<file path="src/rtl/multcyc_ctrl_fsm.sv">
// Multicycle MIPS main control FSM: sequences fetch/decode/execute/mem/wb
// and drives datapath selects and strobes from the current state.
module multcyc_ctrl_fsm (
  input  logic       clk,
  input  logic       rst_n,
  input  logic [5:0] opcode,
  input  logic       mem_ready,
  output logic [3:0] state,
  output logic       mem_addr_sel,
  output logic       alu_srca_sel,
  output logic [1:0] alu_srcb_sel,
  output logic [1:0] alu_op,
  output logic       wreg_dst_sel,
  output logic       wrbck_data_sel,
  output logic [1:0] nxt_pc_sel,
  output logic       ir_wr,
  output logic       pc_wr,
  output logic       pc_wr_cond,
  output logic       mem_wr,
  output logic       mem_rd,
  output logic       reg_wr,
  output logic       instr_done,
  output logic       illegal_op
);

  typedef enum logic [3:0] {
    FETCH      = 4'd0,
    DECODE     = 4'd1,
    MEM_ADDR   = 4'd2,
    MEM_RD     = 4'd3,
    MEM_WRBCK  = 4'd4,
    MEM_WR     = 4'd5,
    RR_EXEC    = 4'd6,
    ALU_RR_WB  = 4'd7,
    BEQ_ST     = 4'd8,
    JMP        = 4'd9,
    ADDI_EXEC  = 4'd10,
    ADDIU_EXEC = 4'd11,
    ALU_RI_WB  = 4'd12
  } state_t;

  localparam logic [5:0] OP_RR    = 6'h00;
  localparam logic [5:0] OP_J     = 6'h02;
  localparam logic [5:0] OP_BEQ   = 6'h04;
  localparam logic [5:0] OP_ADDI  = 6'h08;
  localparam logic [5:0] OP_ADDIU = 6'h09;
  localparam logic [5:0] OP_LW    = 6'h23;
  localparam logic [5:0] OP_SW    = 6'h2B;

  localparam logic       ADDR_PC     = 1'b0;
  localparam logic       ADDR_ALUOUT = 1'b1;
  localparam logic       SRCA_PC     = 1'b0;
  localparam logic       SRCA_RS     = 1'b1;
  localparam logic [1:0] SRCB_RT     = 2'd0;
  localparam logic [1:0] SRCB_FOUR   = 2'd1;
  localparam logic [1:0] SRCB_IMM    = 2'd2;
  localparam logic [1:0] SRCB_BEQIMM = 2'd3;
  localparam logic [1:0] ALUOP_ADD   = 2'd0;
  localparam logic [1:0] ALUOP_SUB   = 2'd1;
  localparam logic [1:0] ALUOP_RR    = 2'd2;
  localparam logic [1:0] ALUOP_ADDU  = 2'd3;
  localparam logic       WR_RT       = 1'b0;
  localparam logic       WR_RD       = 1'b1;
  localparam logic       WB_ALUOUT   = 1'b0;
  localparam logic       WB_MEMDATA  = 1'b1;
  localparam logic [1:0] PC_PLUS4    = 2'd0;
  localparam logic [1:0] PC_BRANCH   = 2'd1;
  localparam logic [1:0] PC_JMP      = 2'd2;

  state_t state_q;

  always_ff @(posedge clk or negedge rst_n) begin
    if (!rst_n) begin
      state_q <= FETCH;
    end else begin
      unique case (state_q)
        FETCH:     if (mem_ready) state_q <= DECODE;
        DECODE: begin
          unique case (opcode)
            OP_RR:           state_q <= RR_EXEC;
            OP_LW, OP_SW:    state_q <= MEM_ADDR;
            OP_BEQ:          state_q <= BEQ_ST;
            OP_J:            state_q <= JMP;
            OP_ADDI:         state_q <= ADDI_EXEC;
            OP_ADDIU:        state_q <= ADDIU_EXEC;
            default:         state_q <= FETCH;
          endcase
        end
        MEM_ADDR:  state_q <= (opcode == OP_LW) ? MEM_RD : MEM_WR;
        MEM_RD:    if (mem_ready) state_q <= MEM_WRBCK;
        MEM_WR:    if (mem_ready) state_q <= FETCH;
        RR_EXEC:   state_q <= ALU_RR_WB;
        ADDI_EXEC: state_q <= ALU_RI_WB;
        ADDIU_EXEC: state_q <= ALU_RI_WB;
        default:   state_q <= FETCH;
      endcase
    end
  end

  assign state = state_q;

  // Outputs are held at their idle values while reset is asserted.
  always_comb begin
    mem_addr_sel   = ADDR_PC;
    alu_srca_sel   = SRCA_PC;
    alu_srcb_sel   = SRCB_RT;
    alu_op         = ALUOP_ADD;
    wreg_dst_sel   = WR_RT;
    wrbck_data_sel = WB_ALUOUT;
    nxt_pc_sel     = PC_PLUS4;
    ir_wr          = 1'b0;
    pc_wr          = 1'b0;
    pc_wr_cond     = 1'b0;
    mem_wr         = 1'b0;
    mem_rd         = 1'b0;
    reg_wr         = 1'b0;
    instr_done     = 1'b0;
    illegal_op     = 1'b0;
    if (rst_n) begin
      unique case (state_q)
        FETCH: begin
          mem_rd       = 1'b1;
          alu_srcb_sel = SRCB_FOUR;
          ir_wr        = mem_ready;
          pc_wr        = mem_ready;
        end
        DECODE: begin
          alu_srcb_sel = SRCB_BEQIMM;
          unique case (opcode)
            OP_RR, OP_LW, OP_SW, OP_BEQ,
            OP_J, OP_ADDI, OP_ADDIU: illegal_op = 1'b0;
            default:                 illegal_op = 1'b1;
          endcase
        end
        MEM_ADDR: begin
          alu_srca_sel = SRCA_RS;
          alu_srcb_sel = SRCB_IMM;
        end
        MEM_RD: begin
          mem_addr_sel = ADDR_ALUOUT;
          mem_rd       = 1'b1;
        end
        MEM_WRBCK: begin
          reg_wr         = 1'b1;
          wrbck_data_sel = WB_MEMDATA;
          instr_done     = 1'b1;
        end
        MEM_WR: begin
          mem_addr_sel = ADDR_ALUOUT;
          mem_wr       = 1'b1;
          instr_done   = mem_ready;
        end
        RR_EXEC: begin
          alu_srca_sel = SRCA_RS;
          alu_op       = ALUOP_RR;
        end
        ALU_RR_WB: begin
          reg_wr       = 1'b1;
          wreg_dst_sel = WR_RD;
          instr_done   = 1'b1;
        end
        BEQ_ST: begin
          alu_srca_sel = SRCA_RS;
          alu_op       = ALUOP_SUB;
          pc_wr_cond   = 1'b1;
          nxt_pc_sel   = PC_BRANCH;
          instr_done   = 1'b1;
        end
        JMP: begin
          pc_wr      = 1'b1;
          nxt_pc_sel = PC_JMP;
          instr_done = 1'b1;
        end
        ADDI_EXEC: begin
          alu_srca_sel = SRCA_RS;
          alu_srcb_sel = SRCB_IMM;
        end
        ADDIU_EXEC: begin
          alu_srca_sel = SRCA_RS;
          alu_srcb_sel = SRCB_IMM;
          alu_op       = ALUOP_ADDU;
        end
        ALU_RI_WB: begin
          reg_wr     = 1'b1;
          instr_done = 1'b1;
        end
        default: begin
          illegal_op = 1'b0;
        end
      endcase
    end
  end

endmodule

</file>
<file path="config.mk">
export PLATFORM = sky130hd
export DESIGN_NAME = multcyc_ctrl_fsm
export DESIGN_NICKNAME = d
export VERILOG_FILES = /design/src/rtl/multcyc_ctrl_fsm.sv
export SDC_FILE = /design/constraint.sdc
export NUM_CORES = 1
export LEC_CHECK = 0
export ABC_AREA = 1
export BUFFER_PORTS_ARGS = -buffer_cell sky130_fd_sc_hd__buf_2
export CAP_MARGIN = 15
export CELL_PAD_IN_SITES_DETAIL_PLACEMENT = 0
export CELL_PAD_IN_SITES_GLOBAL_PLACEMENT = 1
export CORE_ASPECT_RATIO = 0.75
export CORE_MARGIN = 4
export CORE_UTILIZATION = 30
export CTS_CLUSTER_DIAMETER = 150
export DETAILED_ROUTE_END_ITERATION = 6
export GPL_TIMING_DRIVEN = 0
export PLACE_DENSITY = 0.94
export SETUP_SLACK_MARGIN = 0.05
export SLEW_MARGIN = 20
export SYNTH_ARGS = -nofsm -noshare
export SYNTH_HDL_FRONTEND = slang
export SYNTH_SLANG_ARGS = --single-unit
</file>
<file path="constraint.sdc">
create_clock -name clk -period 2.9 [get_ports clk]
set_input_delay 0.145 -clock clk [delete_from_list [all_inputs] [get_ports clk]]
set_output_delay 0.145 -clock clk [all_outputs]
set_load 0.05 [all_outputs]
</file>
# == Word-level counts from Yosys, hierarchy flattened ==
# Cells that the tools add are included.
# classes
n_eq_ne,21
mux,37
n_reduce_logical,12
# op_table
cell,n
4-bit one-hot mux with 7 select lines,1
4-bit one-hot mux with 6 select lines,1
1-bit two-way mux,23
4-bit == test (second input constant),5
4-bit by 3-bit == test with 1-bit output (second input constant),4
6-bit by 4-bit == test with 1-bit output (second input constant),2
6-bit == test (second input constant),2
4-bit two-way mux,3
2-bit one-hot mux with 3 select lines,2
5-bit OR reduction,2
4-bit by 2-bit == test with 1-bit output (second input constant),2
2-bit OR reduction,4
7-bit OR reduction,1
6-bit by 2-bit == test with 1-bit output (second input constant),1
6-bit by 3-bit == test with 1-bit output (second input constant),1
6-bit zero test,1
2-bit two-way mux,3
2-bit inequality test (second input constant),3
3-bit OR reduction,2
4-bit by 1-bit == test with 1-bit output (second input constant),1
4-bit zero test,1
1-bit one-hot mux with 2 select lines,2
2-bit one-hot mux with 2 select lines,1
3-bit two-way mux,1
3-bit AND reduction,1
# totals
regBits,4
input_bits,9
out_inout_bits,22
elab_cells,71

# == Longest topological paths before layout ==
# Gate-level depths: netlist of the first run.
# logic_depth
word_depth,5
depth_mapped,9
depth_no_buf,9

# == Worst setup path before layout of the first run ==
# No wires, ideal clock.
# synth_path
path_type,reg2out
from,register state_q[2] (netlist: state[2])
to,output port wrbck_data_sel
arrival_time_ns,2.384
slack_ns,0.371
stages_incl_launch_ff,3
path_buffers,0
path_cell_list,dfrtp_1 > nand2_2 > nor4_1
# synth_via
elab_chain_len,3
# synth_rtl
item,line_no,text
"start, declared",70,state_t state_q;
"start signal, assigned",89,MEM_ADDR: state_q <= (opcode == OP_LW) ? MEM_RD : MEM_WR;
4-bit by 3-bit == test with 1-bit output,120,unique case (state_q)
1-bit two-way mux,120,
1-bit two-way mux,119,if (rst_n) begin
"end, declared",14,"output logic wrbck_data_sel,"
# No other way between the ends.

# == Worst setup path in the final report of the first run ==
# layout_path
from,input port rst_n
to,output port nxt_pc_sel[0]
# layout_via
elab_chain_len,1
# layout_rtl
item,line_no,text
"start, declared",5,"input logic rst_n,"
2-bit two-way mux,119,
"end, declared",15,"output logic [1:0] nxt_pc_sel,"
# No other way between the ends.

==> metrics.txt, run 1 <==
# TYPE chip_impl_metric gauge
chip_impl_info{name="status",value="finished clean"} 1
chip_impl_metric{name="maximum_number_of_pins_on_one_net_before_global_route_repair",unit=""} 11
chip_impl_metric{name="antenna_diode_count",unit=""} 0
chip_impl_info{name="setup.worst_path.end_class",value="output pin"} 1
chip_impl_metric{name="drive_above_1_share",unit=""} 0.3944
chip_impl_metric{name="grt_antenna_before_repair",unit=""} 0
chip_impl_metric{name="skew",unit="ps"} 1.916
chip_impl_metric{name="cts-buffers-inserted",unit=""} 3
chip_impl_metric{name="post_synthesis_cell_area",unit="µm²"} 601.8
chip_impl_metric{name="power_leakage",unit="nW"} 0.5027
chip_impl_metric{name="place.port_buffers",unit=""} 30
chip_impl_metric{name="max_freq",unit="GHz"} 0.5100
chip_impl_metric{name="grt_overflow_total",unit=""} 0
chip_impl_metric{name="post-route-worst-setup-slack",unit="ps"} 939.2
chip_impl_metric{name="hpwlAfterDp",unit="µm"} 1428
chip_impl_metric{name="cts.sinks",unit=""} 4
chip_impl_metric{name="yosysUniqueCellTypes",unit=""} 23
chip_impl_info{name="timing.critical_path.mode_cell",value="buf_2"} 1
chip_impl_metric{name="max-slew-margin-rel",unit=""} 0.7641
chip_impl_metric{name="ys_ff_latch",unit=""} 4
chip_impl_metric{name="ios",unit=""} 31
chip_impl_metric{name="detailedRoute.firstPassIterationCount",unit=""} 4
chip_impl_info{name="worst_path_max_delay_cell",value="dlygate4sd3_1"} 1
chip_impl_info{name="grt_setup_unrepaired",value="no"} 1
chip_impl_metric{name="synth.net_count",unit=""} 117
chip_impl_metric{name="slew_viol_final",unit=""} 0
chip_impl_metric{name="first_global_vias",unit=""} 597
chip_impl_metric{name="final.period_utilization",unit=""} 0.6762
chip_impl_info{name="startpoint",value="rst_n"} 1
chip_impl_metric{name="core_region_area",unit="µm²"} 1822
chip_impl_metric{name="timing.reg2reg.setup_slack",unit="ps"} 1590
chip_impl_info{name="timing.rr.start",value="state[2]"} 1
chip_impl_metric{name="fp.dieW",unit="µm"} 59.72
chip_impl_info{name="cts_tree",value="built"} 1
chip_impl_metric{name="vias_per_cell",unit=""} 4.628
chip_impl_metric{name="worst_ep_arrival_time",unit="ps"} 1820
chip_impl_metric{name="fillers",unit=""} 203
chip_impl_metric{name="dr_total_vias",unit=""} 759
chip_impl_metric{name="max_slew.worst_pin.slew",unit="ps"} 353.8
chip_impl_metric{name="first_pass_grt_wire_length",unit="µm"} 2635
chip_impl_info{name="clock_root_cell",value="clkbuf_4"} 1
chip_impl_metric{name="tns",unit="ps"} 0
chip_impl_metric{name="clkSlewWorstSetupHoldPaths",unit="ps"} 40
chip_impl_metric{name="power.total",unit="µW"} 562.4
chip_impl_metric{name="place_congestion",unit=""} 0.8601
chip_impl_metric{name="peakVddDrop",unit="mV"} 0.3216
chip_impl_metric{name="worst-path-max-fanout",unit=""} 10
chip_impl_metric{name="post_synth_inst_count",unit=""} 108
chip_impl_metric{name="row_count",unit=""} 13
chip_impl_metric{name="detailedRoute.firstIterationViolations",unit=""} 10
chip_impl_metric{name="worstPathRequired",unit="ps"} 2760
chip_impl_metric{name="place_worst_setup_slack",unit="ps"} 1377
chip_impl_metric{name="drt_wl_total",unit="µm"} 1668
chip_impl_info{name="start_kind",value="primary input"} 1
chip_impl_info{name="timing.critical_path.to",value="nxt_pc_sel[0]"} 1
chip_impl_metric{name="clk_latency",unit="ps"} 240
chip_impl_metric{name="number_of_failing_setup_endpoints_in_the_final_timing_report",unit=""} 0
chip_impl_info{name="worst_r2r_endpoint",value="state[2]"} 1
chip_impl_metric{name="routedWlPerCell",unit="µm"} 10.17
chip_impl_metric{name="drv_cap",unit=""} 0
chip_impl_metric{name="clock_tree.buffer_depth",unit=""} 2
chip_impl_metric{name="synth.avg_cell_area",unit="µm²"} 5.572
chip_impl_metric{name="htree_num_levels",unit=""} 1
chip_impl_metric{name="proportion_of_synthesized_chip_area_in_sequential_cells",unit=""} 0.1663
chip_impl_metric{name="ant_nets",unit=""} 0
chip_impl_metric{name="yosys_warnings",unit=""} 0
chip_impl_metric{name="final.min_clock_period",unit="ps"} 1961
chip_impl_metric{name="timing.final.hold_violations",unit=""} 0
chip_impl_metric{name="ff2ff_path_depth",unit=""} 8
chip_impl_metric{name="max_stage_delay",unit="ps"} 530
chip_impl_metric{name="final_nets",unit=""} 153
chip_impl_info{name="min_path_type",value="primary input to asynchronous set/reset pin"} 1
chip_impl_metric{name="start_util",unit=""} 0.3304
chip_impl_info{name="timing.critical_path.cells",value="dlygate4sd3_1 > buf_2 > inv_1 > clkbuf_1 > nor2_1 > buf_4 > buf_2"} 1
chip_impl_metric{name="areaGrowthSynthToFinish",unit="%"} 34.93
chip_impl_metric{name="post-route-drc-count",unit=""} 0
chip_impl_metric{name="global_route.usage.total",unit=""} 0.1256
chip_impl_metric{name="floorplan.die.height",unit="µm"} 46.79
chip_impl_info{name="worst-setup-path-type",value="primary input to output pin"} 1
chip_impl_metric{name="largest_reg_flops",unit=""} 4
chip_impl_metric{name="die_area",unit="µm²"} 2794
chip_impl_metric{name="power_density",unit="nW/µm²"} 692.5
routing by layer:
metal,GRT usage,vias to the layer above,share of wire
li1,-,408,-
met2,0.1703,18,0.43
met5,0,-,0
met1,0.1902,333,0.51
met4,0.02655,0,0
met3,0.04121,0,0.059
cells in the final DEF, fill, tap and decap left out, types with 3 or more instances in the layout:
cell | synthesis | layout
buf_2 | 0 | 30
nand2_1 | 26 | 26
nor2_1 | 17 | 17
inv_1 | 10 | 10
nand3_1 | 9 | 9
inv_2 | 8 | 8
a21oi_1 | 8 | 8
nor2_4 | 4 | 4
dfrtp_1 | 4 | 4
nor2_2 | 3 | 3
nand2_2 | 3 | 3
clkbuf_4 | 0 | 3
worst min-delay path by stage:
| stage | to | slack, ps |
|---|---|---|
| after detailed placement | state[1] | -30 |
| after global placement | state[1] | -40 |
| after CTS | state[1] | 250 |
| after floorplan | state[0] | -150 |
| after global routing | state[1] | 250 |
| final | state[3] | 250 |
cells in the mapped netlist:
master	count	area share
a21oi_1	8	0.067
a31oi_1	1	0.010
a22oi_1	1	0.012
nand2_1	26	0.16
o21ai_1	1	0.0083
inv_2	8	0.050
nor2_4	4	0.075
nor2_2	3	0.031
clkbuf_1	1	0.0062
inv_1	10	0.062
nor2_1	17	0.11
o21ai_0	1	0.0083
nor4_1	1	0.010
nand2_2	3	0.031
inv_4	1	0.010
dfrtp_1	4	0.17
nand3_2	1	0.017
nor3_2	1	0.017
nor3_1	2	0.017
nand4_1	2	0.021
nor3b_1	1	0.012
buf_4	2	0.025
nand3_1	9	0.075
worst max-delay path: cells and delay by family:
kind | cells | cell delay, ps
buf+inv | 6 | 1560
simple gates | 1 | 110
logic make-up (layout without fill, tap and decap cells):
| family | count (synthesis) | in the layout | share of synthesized area |
|---|---|---|---|
| and+or+nand+nor | 70 | 70 | 0.5738 |
| buffers and inverters | 22 | 56 | 0.1538 |
| AOI/OAI and AO/OA | 12 | 12 | 0.1060 |
| DFF | 4 | 4 | 0.1663 |
per-stage QoR:
stage / cell area [µm²] / hold slack [ps] / utilization / std cells
after CTS: 812.0 / 251.6 / 0.4457 / 164
after floorplan: 601.8 / -150.6 / - / 108
after global placement: 779.5 / -37.04 / 0.4279 / 160
final: 812.0 / 252.4 / 0.4457 / 164
after detailed placement: 779.5 / -31.96 / 0.4279 / 160
after global routing: 812.0 / 253.7 / 0.4457 / 164
layout make-up:
| class | instances | area [µm²] | area share |
|---|---|---|---|
| inverters | 19 | 73.82 | 0.09091 |
| plain buffers | 3 | 18.77 | 0.02311 |
| clock buffers | 3 | 22.52 | 0.02773 |
| repair buffers | 31 | 160.2 | 0.1972 |
| flip-flops and latches | 4 | 100.1 | 0.1233 |
| multi-input cells | 82 | 409.1 | 0.5039 |
| well taps | 22 | 27.53 | 0.03390 |
what timing repair did:
action / CTS / global route
resized for setup: 0 / 0
buffers inserted: 0 / 0
endpoints found under the hold margin: 4 / 0
hold buffers: 1 / 0
where the power goes:
part / internal [mW] / leakage, nW / switching (mW)
registers: 0.0682 / 0.0534 / 0.0227
clock network: 0.0464 / 0.0138 / 0.0238
logic: 0.100 / 0.436 / 0.301
total: 0.215 / 0.503 / 0.347
No activity file was read; power rests on OpenSTA's default activity.
==> inputs of run 2 (changes only) <==
--- a/config.mk
+++ b/config.mk
@@ -12,11 +12,11 @@
 export CELL_PAD_IN_SITES_GLOBAL_PLACEMENT = 1
 export CORE_ASPECT_RATIO = 0.75
 export CORE_MARGIN = 4
-export CORE_UTILIZATION = 30
+export CORE_UTILIZATION = 27
 export CTS_CLUSTER_DIAMETER = 150
 export DETAILED_ROUTE_END_ITERATION = 6
 export GPL_TIMING_DRIVEN = 0
-export PLACE_DENSITY = 0.94
+export PLACE_DENSITY = 0.87
 export SETUP_SLACK_MARGIN = 0.05
 export SLEW_MARGIN = 20
 export SYNTH_ARGS = -nofsm -noshare
==> constraint.sdc (replaced) <==
create_clock -name clk -period 1.9 [get_ports clk]
set_input_delay 0.095 -clock clk [delete_from_list [all_inputs] [get_ports clk]]
set_output_delay 0.095 -clock clk [all_outputs]
set_load 0.05 [all_outputs]
==> metrics.txt, run 2 (synthesis gave the netlist of run 1 again) <==
# TYPE chip_impl_metric gauge
chip_impl_info{name="status",value="finished clean"} 1
chip_impl_metric{name="p_sw",unit="µW"} 547.5
chip_impl_metric{name="ios",unit=""} 31
chip_impl_metric{name="worst-path-max-fanout",unit=""} 7
chip_impl_info{name="min_path_type",value="primary input to flip-flop"} 1
chip_impl_metric{name="timing.final.hold_violations",unit=""} 0
chip_impl_metric{name="hpwlAfterDp",unit="µm"} 1506
chip_impl_metric{name="dr_total_vias",unit=""} 770
chip_impl_metric{name="detailedRoute.firstIterationViolations",unit=""} 22
chip_impl_info{name="setup.worst_path.end_class",value="output pin"} 1
chip_impl_info{name="start_kind",value="flip-flop"} 1
chip_impl_metric{name="vias_per_cell",unit=""} 4.639
chip_impl_metric{name="final.period_utilization",unit=""} 0.9248
chip_impl_metric{name="ant_nets",unit=""} 0
chip_impl_metric{name="die_area",unit="µm²"} 3056
chip_impl_metric{name="cts.sinks",unit=""} 4
chip_impl_metric{name="final.min_clock_period",unit="ps"} 1757
chip_impl_metric{name="clk_latency",unit="ps"} 230
chip_impl_metric{name="routedWlPerCell",unit="µm"} 10.57
chip_impl_metric{name="clock_tree.buffer_depth",unit=""} 2
chip_impl_metric{name="skew",unit="ps"} 3.241
chip_impl_metric{name="first_pass_grt_wire_length",unit="µm"} 3091
chip_impl_metric{name="start_util",unit=""} 0.2912
chip_impl_metric{name="fp.dieW",unit="µm"} 62.52
chip_impl_info{name="most_frequent_cells_in_the_layout",value="buf_2, nand2_1, nor2_1, inv_1, nand3_1"} 1
chip_impl_metric{name="max_freq",unit="GHz"} 0.5691
chip_impl_metric{name="final_nets",unit=""} 153
chip_impl_metric{name="floorplan.die.height",unit="µm"} 48.89
chip_impl_metric{name="first_global_vias",unit=""} 682
chip_impl_metric{name="peakVddDrop",unit="mV"} 0.3415
chip_impl_metric{name="detailedRoute.firstPassIterationCount",unit=""} 4
chip_impl_metric{name="postLayoutCoreUtil",unit=""} 0.4262
chip_impl_metric{name="clkSlewWorstSetupHoldPaths",unit="ps"} 30
chip_impl_metric{name="post-route-drc-count",unit=""} 0
chip_impl_info{name="worst-setup-path-type",value="flip-flop to output pin"} 1
chip_impl_metric{name="largest_reg_flops",unit=""} 4
chip_impl_metric{name="number_of_failing_setup_endpoints_in_the_final_timing_report",unit=""} 0
chip_impl_metric{name="place.port_buffers",unit=""} 30
chip_impl_metric{name="sequential_fraction_of_design_power",unit=""} 0.159
chip_impl_metric{name="row_count",unit=""} 14
chip_impl_metric{name="clkPwrFrac",unit=""} 0.114
chip_impl_metric{name="comb_power_share",unit=""} 0.727
chip_impl_metric{name="place_worst_setup_slack",unit="ps"} 323.8
chip_impl_metric{name="maximum_number_of_pins_on_one_net_before_global_route_repair",unit=""} 11
chip_impl_info{name="clock_root_cell",value="clkbuf_4"} 1
chip_impl_metric{name="power_report.internal_total",unit="µW"} 342.1
chip_impl_metric{name="gr_util_met1",unit=""} 0.1671
chip_impl_metric{name="place_congestion",unit=""} 0.8460
chip_impl_info{name="busiest_layer",value="met2"} 1
chip_impl_metric{name="worst_ep_arrival_time",unit="ps"} 1660
chip_impl_metric{name="use_met2",unit=""} 0.1929
chip_impl_metric{name="core_region_area",unit="µm²"} 2067
chip_impl_metric{name="drive_above_1_share",unit=""} 0.4930
chip_impl_metric{name="htree_num_levels",unit=""} 1
chip_impl_metric{name="power_density",unit="nW/µm²"} 1010
chip_impl_metric{name="grt_util_met3",unit=""} 0.03917
chip_impl_metric{name="worstPathRequired",unit="ps"} 1800
chip_impl_metric{name="drt_wl_total",unit="µm"} 1754
chip_impl_info{name="cts_tree",value="built"} 1
chip_impl_metric{name="post-route-worst-setup-slack",unit="ps"} 142.8
chip_impl_metric{name="max-slew-margin-rel",unit=""} 0.5710
chip_impl_metric{name="antenna_diode_count",unit=""} 0
chip_impl_info{name="final_common_cell",value="buf_2"} 1
chip_impl_metric{name="grt_antenna_before_repair",unit=""} 0
chip_impl_metric{name="global_route.usage.total",unit=""} 0.1233
chip_impl_metric{name="areaGrowthSynthToFinish",unit="%"} 46.36
chip_impl_metric{name="design_area",unit="µm²"} 880.8
chip_impl_metric{name="grt_overflow_total",unit=""} 0
chip_impl_metric{name="cts-buffers-inserted",unit=""} 3
chip_impl_info{name="grt_setup_unrepaired",value="yes"} 1
chip_impl_metric{name="power_leakage",unit="nW"} 0.5031
chip_impl_metric{name="power.share.switching",unit=""} 0.6155
chip_impl_metric{name="drv_cap",unit=""} 0
chip_impl_metric{name="place_area",unit="µm²"} 843.3
chip_impl_metric{name="max_slew.worst_pin.slew",unit="ps"} 643.5
chip_impl_metric{name="slew_viol_final",unit=""} 0
run 2: cell types whose count changed in the layout (fill, tap and decap cells not counted), sizes merged:
cell | previous run | this run
clkbuf | 4 | 5
buf | 32 | 31
run 2: path summary, 6_finish.rpt:
kind / cells after the start / from / to / slack [ps]
max reg2reg: 8 / state[2] / state[0] / 560
max: 7 / state[0] / illegal_op / 140
min: 4 / mem_ready / state[2] / 220
min reg2reg: 2 / state[0] / state[0] / 680
max in group asynchronous: 2 / rst_n / state[0] / 1450
min in group asynchronous: 2 / rst_n / state[3] / 270
run 2: timing repair:
| action | CTS | global route |
|---|---|---|
| hold buffers | 1 | 0 |
| setup endpoints to repair | 0 | 2 |
| resized for setup | 0 | 2 |
| endpoints found under the hold margin | 4 | 0 |
| setup buffers | 0 | 0 |
run 2: cell type report:
| type | count | area [µm²] |
|---|---|---|
| flip-flops and latches | 4 | 100.1 |
| repair buffers | 31 | 162.7 |
| well taps | 24 | 30.03 |
| clock buffers | 3 | 22.52 |
| multi-input cells | 82 | 473.0 |
| plain buffers | 3 | 18.77 |
| inverters | 19 | 73.82 |
| fillers | 228 | 1186 |
run 2: power groups by stage:
stage          clock network, mW  registers [mW]  logic [mW]
6_report                   0.101           0.142       0.647
5_1_grt                    0.113           0.145       0.691
4_1_cts                    0.106           0.139       0.645
3_5_place_dp                   0           0.140       0.642
3_3_place_gp                   0           0.141       0.641
2_1_floorplan                  0           0.199       0.459
run 2: layer usage:
layer  routed length (µm)  up-vias
met5                    0        -
met3                   71        2
met1                  908      347
li1                     -      410
met2                  769       11
met4                    5        0
run 2: critical path: stages, from the launching register on:
cell and delay, ps:
dfrtp_1 490, inv_2 100, nor2_4 100, inv_2 60
nor2_4 140, nand2_1 110, nor3_4 150, buf_2 270
run 2: stage by stage:
step | setup TNS (ps) | cells | hold slack [ps] | power (mW)
4_1_cts | 0 | 166 | 216.3 | 0.8896
3_3_place_gp | 0 | 162 | -86.90 | 0.7814
3_5_place_dp | 0 | 162 | -85.49 | 0.7820
5_1_grt | 0 | 166 | 236.9 | 0.9492
6_report | 0 | 166 | 222.6 | 0.8896
2_1_floorplan | -164.4 | 108 | -200.6 | 0.6576
